$ cat src/rtl/gcd_ctrl.sv
// Moore control FSM for a subtract-and-compare GCD datapath.
// Flags gt/lt/eq come from the datapath; load/select strobes are decoded from state.
module gcd_ctrl #(
  parameter int unsigned             ITER_W   = 16,
  parameter logic [ITER_W-1:0]       MAX_ITER = 16'hFFFF
) (
  input  logic              clk,
  input  logic              rst_n,
  input  logic              start,
  input  logic              gt,
  input  logic              lt,
  input  logic              eq,
  output logic              lda,
  output logic              ldb,
  output logic              sel1,
  output logic              sel2,
  output logic              selin,
  output logic              busy,
  output logic              done,
  output logic              err,
  output logic [ITER_W-1:0] iter_cnt
);

  typedef enum logic [2:0] {
    IDLE, LOAD_A, LOAD_B, CMP, SUB_A, SUB_B, DONE, ERR
  } state_t;

  state_t            r_state;
  state_t            w_next;
  logic [ITER_W-1:0] r_iter;
  logic              w_one_hot;
  logic              w_accept;

  assign w_one_hot = (gt & ~lt & ~eq) | (~gt & lt & ~eq) | (~gt & ~lt & eq);
  assign w_accept  = start & ((r_state == IDLE) | (r_state == DONE) | (r_state == ERR));
  assign iter_cnt  = r_iter;

  always_ff @(posedge clk) begin
    if (!rst_n) begin
      r_state <= IDLE;
      r_iter  <= '0;
    end else begin
      r_state <= w_next;
      if (w_accept)
        r_iter <= '0;
      else if (((r_state == SUB_A) | (r_state == SUB_B)) && (r_iter != '1))
        r_iter <= r_iter + ITER_W'(1);
    end
  end

  // A matching comparison wins over the iteration limit, so a run that
  // converges on exactly MAX_ITER subtractions still completes.
  always_comb begin
    w_next = r_state;
    case (r_state)
      IDLE, DONE, ERR: if (start) w_next = LOAD_A;
      LOAD_A:          w_next = LOAD_B;
      LOAD_B:          w_next = CMP;
      CMP: begin
        if (!w_one_hot)              w_next = ERR;
        else if (eq)                 w_next = DONE;
        else if (r_iter == MAX_ITER) w_next = ERR;
        else if (gt)                 w_next = SUB_A;
        else                         w_next = SUB_B;
      end
      SUB_A, SUB_B:    w_next = CMP;
      default:         w_next = IDLE;
    endcase
  end

  always_comb begin
    lda   = 1'b0;
    ldb   = 1'b0;
    sel1  = 1'b0;
    sel2  = 1'b0;
    selin = 1'b0;
    busy  = 1'b0;
    done  = 1'b0;
    err   = 1'b0;
    case (r_state)
      LOAD_A: begin lda = 1'b1; busy = 1'b1; end
      LOAD_B: begin ldb = 1'b1; busy = 1'b1; end
      CMP:    busy = 1'b1;
      SUB_A:  begin lda = 1'b1; selin = 1'b1; sel1 = 1'b1; busy = 1'b1; end
      SUB_B:  begin ldb = 1'b1; selin = 1'b1; sel2 = 1'b1; busy = 1'b1; end
      DONE:   done = 1'b1;
      ERR:    err = 1'b1;
      default: ;
    endcase
  end

endmodule

$ cat config.mk
export PLATFORM = sky130hd
export DESIGN_NAME = gcd_ctrl
export DESIGN_NICKNAME = d
export VERILOG_FILES = /design/src/rtl/gcd_ctrl.sv
export SDC_FILE = /design/constraint.sdc
export NUM_CORES = 1
export LEC_CHECK = 0
export ABC_AREA = 1
export BUFFER_PORTS_ARGS = -buffer_cell sky130_fd_sc_hd__buf_2
export CAP_MARGIN = 20
export CORE_MARGIN = 2
export CORE_UTILIZATION = 52
export DETAILED_ROUTE_END_ITERATION = 12
export PLACE_DENSITY_LB_ADDON = 0.2
export SYNTH_ARGS = -nofsm -noshare
export SYNTH_HDL_FRONTEND = slang
export SYNTH_SLANG_ARGS = --single-unit
$ cat constraint.sdc
create_clock -name clk -period 1.8 [get_ports clk]
set_input_delay 0.09 -clock clk [delete_from_list [all_inputs] [get_ports clk]]
set_output_delay 0.09 -clock clk [all_outputs]
set_load 0.005 [all_outputs]
---- Yosys cells after proc, flatten, opt, wreduce, memory -nomap -nowiden ----
Cells that the tools add are included.
storage, ports and cells
  bits in registers ....................... 19
  input port bits ......................... 6
  output and inout port bits .............. 24
  logic and storage cells ................. 52
operators by class
  add/sub/neg operators ................... 1
  equality and inequality tests ........... 10
  multiplexer cells ....................... 14
  bitwise logic cells ..................... 16
  reduce and logical (&&, ||, !) cells .... 9
operators with widths
  cell                   number
  $add 16x1->16 const B  1
  $eq 16x16->1 const B   1
  $ne 16x16->1 const B   1
  $eq 3x3->1 const B     4
  $pmux 3 s4             1
  $mux 1                 9
  $reduce_or 2->1        4
  $and 1x1->1            7
  $eq 3x2->1 const B     2
  $mux 2                 3
  $reduce_or 3->1        2
  $or 1x1->1             5
  $reduce_or 5->1        1
  $not 1->1              4
  $eq 3x1->1 const B     1
  $logic_not 3->1        1
  $mux 3                 1
  $ne 2x2->1 const B     1
  $logic_and 1x1->1      1

---- Depth between registers and ports, before layout ----
  depth after elaboration ................. 7
  gate-level depth with buffers ........... 11
  gate-level depth less buffers ........... 10

---- Worst setup path after synthesis ----
OpenSTA, ideal clock, no wires.
  path type ............................... reg2reg
  start ................................... reg r_iter[0] (netlist: iter_cnt[0])
  end ..................................... reg r_iter[4] (netlist: iter_cnt[4])
  setup time .............................. 0.118 ns
  arrival ................................. 1.416 ns
  required time ........................... 1.682 ns
  slack ................................... 0.266 ns
  cell stages (with the launch flop) ...... 11
  path buffers ............................ 2
  clock period less this slack ............ 1.534 ns
  cells stage by stage .................... dfxtp_1 > ha_1 > inv_1 > nor2_4 > nand2_2 > nor2_4 > nor2_4 > buf_6 > buf_8 > nand2_1 > a21oi_2
on the way
  word-level cells in the longest chain between the ends .. 2
  elaborated cells between the ends (all ways) .. 3
RTL lines
  what                                                   RTL line  RTL
  start: declaration                                     30        logic [ITER_W-1:0] r_iter;
  start signal: assignment                               47        r_iter <= r_iter + ITER_W'(1);
  branches (longest 2 deep; another with $add 16x1->16)  --
Several ways; the timed one is not identified.
A chain may end at the register's enable or synchronous reset.

---- Worst setup path after layout ----
  start ................................... reg r_iter[1] (netlist: iter_cnt[1])
  end ..................................... reg r_iter[0] (netlist: iter_cnt[0])
on the way
  word-level cells in the longest chain between the ends .. 2
RTL lines
  what               RTL line  RTL
  $ne 16x16->1       46        else if (((r_state == SUB_A) | (r_state == SUB_B)) && (r_iter != '1))
  $logic_and 1x1->1  46
Every way passes these cells.

==> impl_metrics.py <==
metrics = {
    "place": {
        "place.gp.congestion": 0.938,
        "place_area_um2": 1350,
        "hpwl_um": 2170,
        "io_buffers": 29,
        "post-place-ws_ns": 0.113,
    },
    "logic_synthesis": {
        "syn_nets": 190,
        "syn_inst": 183,
        "synth_area_um2": 1190,
        "ys.warnings.count": 0,
        "syn_avg_cell_area_um2": 6.48,
        "ys_seq_area_frac": 0.321,
        "synth.distinct_cells": 20,
        "ys_ff_latch": 19,
    },
    "layout": {
        "num-nets-final": 223,
        "fillers": 208,
        "multi_input_area_um2": 691,
        "final_common_cell": "nand2_1",
        "ff_latch_area_um2": 382,
        "syn2layout_area_growth_pct": 16.2,
        "mostFrequentLayoutCells": "nand2_1, buf_2, nor2_1",
        "final_area_um2": 1380,
        "antenna_cells": 0,
        "final_layout_size_suffix_gt1_frac": 0.228,
    },
    "setup_path": {
        "critPathBufInv": 2,
        "cpPeakStageDelay_ns": 0.39,
        "crit_type": "flop to flop",
        "path_delay_family": "simple AND/OR/NAND/NOR gates",
        "worstPathMaxFanout": 11,
        "worstSetupEndpointType": "flop",
        "crit_required_ns": 1.99,
        "crit_chain": "ha_2 -> inv_1 -> nor2_4 -> nand2_2 -> nor2_4 -> nor2_4 -> buf_4 -> o21ai_0 -> a21oi_1",
        "cpMaxStageDelayCell": "dfxtp_1",
        "cp_common_cell": "nor2_4",
        "startpoint_type": "flop",
        "arrival_ns": 1.84,
    },
    "clock_network": {
        "ctsLongestPathBuffers": 2,
        "cts_setup_buffers": 0,
        "cts.sinks": 19,
        "numCtsBuffers": 3,
        "cts_root_buffer": "clkbuf_4",
        "cts_hold_buffers": 0,
        "htree_levels": 1,
        "cts_tree": "yes",
        "path_clk_slew_ns": 0.10,
        "clock_latency_ns": 0.30,
    },
    "global_routing": {
        "grt_pass1_vias": 1173,
        "grt_usage": 0.233,
        "grt_pass1_wl_um": 4750,
        "grt_overflow": 0,
        "grt_start_max_net_pins": 13,
        "antenna_found_initial": 0,
    },
    "pwr": {
        "pwr_density_cell_nw_per_um2": 560,
        "total_power_uw": 773,
        "vdd_ir_drop_max_mv": 0.393,
        "power.share.sequential": 0.569,
        "swShare": 0.280,
        "p_leak_uw": 0.000585,
        "pwr-share-comb": 0.149,
        "p_sw_uw": 216,
        "clockPowerShare": 0.282,
        "intPower_uw": 557,
    },
    "floorplanning": {
        "die_w_um": 51.8,
        "core_um2": 2190,
        "die_area_um2": 2680,
        "num_io_pins": 30,
        "initial_core_util": 0.541,
        "die_h_um": 51.8,
        "rows": 17,
    },
    "timing": {
        "fin_ws_ns": 0.151,
        "worstMarginPinSlew_ns": 0.458,
        "finalMaxSlewViolations": 0,
        "finClkSkew_ns": 0.00457,
        "whs_ns": 0.0665,
        "fin_crit_ns": 1.65,
        "rsz0062_at_grt": "false",
        "fin_crit_sh": 0.916,
        "tns_ns": 0,
        "hold_violations": 0,
        "setup_violations": 0,
        "timing.slew.headroom": 0.693,
        "max_freq_mhz": 607,
    },
    "detailed_routing": {
        "routed_wl_um": 2840,
        "dr.first_iter.drc_count": 55,
        "vias": 1270,
        "first_pass_iters": 4,
        "viasPerCell": 5.23,
        "antenna_left": 0,
        "drcViolationCount": 0,
        "wl_per_cell_um": 11.7,
    },
    "worst_hold_path": {
        "hp-class": "input port to flop",
    },
    "status": {
        "outcome": "complete, no violations",
    },
    "job": {
        "cap_violations": 0,
    },
}
==> registers in the layout, indices dropped and copies added (netlist names) <==
| signal | cells |
|---|---|
| iter_cnt | 16 |
| r_state | 3 |
==> final timing paths <==
check                                  from     endpoint  slack (ns)  cells after the start
worst max-delay path            iter_cnt[1]  iter_cnt[0]        0.15                      9
worst min-delay path                  rst_n   r_state[0]        0.07                      3
worst max register to register  iter_cnt[1]  iter_cnt[0]        0.15                      9
worst min register to register  iter_cnt[0]  iter_cnt[0]        0.48                      1
==> metal layers <==
metal / global-route usage / wire [um]
met1: 0.301 / 1220
met3: 0.0316 / 215
met5: 0 / 0
met2: 0.387 / 1350
met4: 0.105 / 55
==> area by class of cell <==
| type | instances | share of cell area |
|---|---|---|
| repair buffers | 32 | 0.122 |
| flip-flops and latches | 19 | 0.277 |
| well taps | 28 | 0.0254 |
| multi-input cells | 140 | 0.501 |
| inverters | 20 | 0.0563 |
| clock buffers | 4 | 0.0191 |
==> power by group through the flow <==
| stage | clock, uW | combinational, uW | sequential, uW |
|---|---|---|---|
| 2_1_floorplan | 0 | 82.2 | 447 |
| 3_3_place_gp | 0 | 112 | 448 |
| 3_5_place_dp | 0 | 115 | 449 |
| 4_1_cts | 221 | 116 | 440 |
| 5_1_grt | 239 | 133 | 442 |
| 6_report | 218 | 115 | 440 |
==> tightest hold or removal path, stage by stage <==
cell and delay [ns]:
buf_2 0.07, inv_1 0.06, a21oi_1 0.10
==> cells in the mapped netlist <==
cell type / n / area, um2
nand4_1: 1 / 6.26
nand3_1: 13 / 65.1
nor3_1: 5 / 25.0
nor2_1: 21 / 78.8
o21ai_0: 6 / 30.0
nor2_4: 4 / 45.0
buf_2: 1 / 5.00
buf_6: 2 / 22.5
nor3b_1: 2 / 15.0
xor2_1: 5 / 43.8
nand2_1: 56 / 210
inv_2: 3 / 11.3
ha_1: 1 / 12.5
buf_8: 1 / 15.0
xnor2_1: 4 / 35.0
a21oi_2: 2 / 17.5
inv_1: 17 / 63.8
nand2_2: 3 / 18.8
a21oi_1: 17 / 85.1
dfxtp_1: 19 / 380
==> what timing repair did <==
| item | CTS | global route |
|---|---|---|
| setup endpoints to repair | 0 | 14 |
| resized for setup | 0 | 3 |
| hold endpoints to repair | 0 | 0 |
==> kinds of logic (layout without fill, tap and decap cells) <==
family                     after synthesis  in the layout  share of synthesized area
AOI/OAI and AO/OA                       25             25                      0.112
xor gates and xnor gates                 9              9                     0.0665
adders and majority gates                1              1                     0.0105
buffers and inverters                   24             56                     0.0991
DFF                                     19             19                      0.321
and+or+nand+nor                        105            105                      0.391
==> stage by stage <==
| stage | util | cells |
|---|---|---|
| after global routing | 0.629 | 243 |
| after global placement | 0.615 | 239 |
| after detailed placement | 0.615 | 239 |
| after floorplan | - | 183 |
| after CTS | 0.626 | 243 |
| final | 0.629 | 243 |
Note: power is estimated with default switching activity, not from simulation.
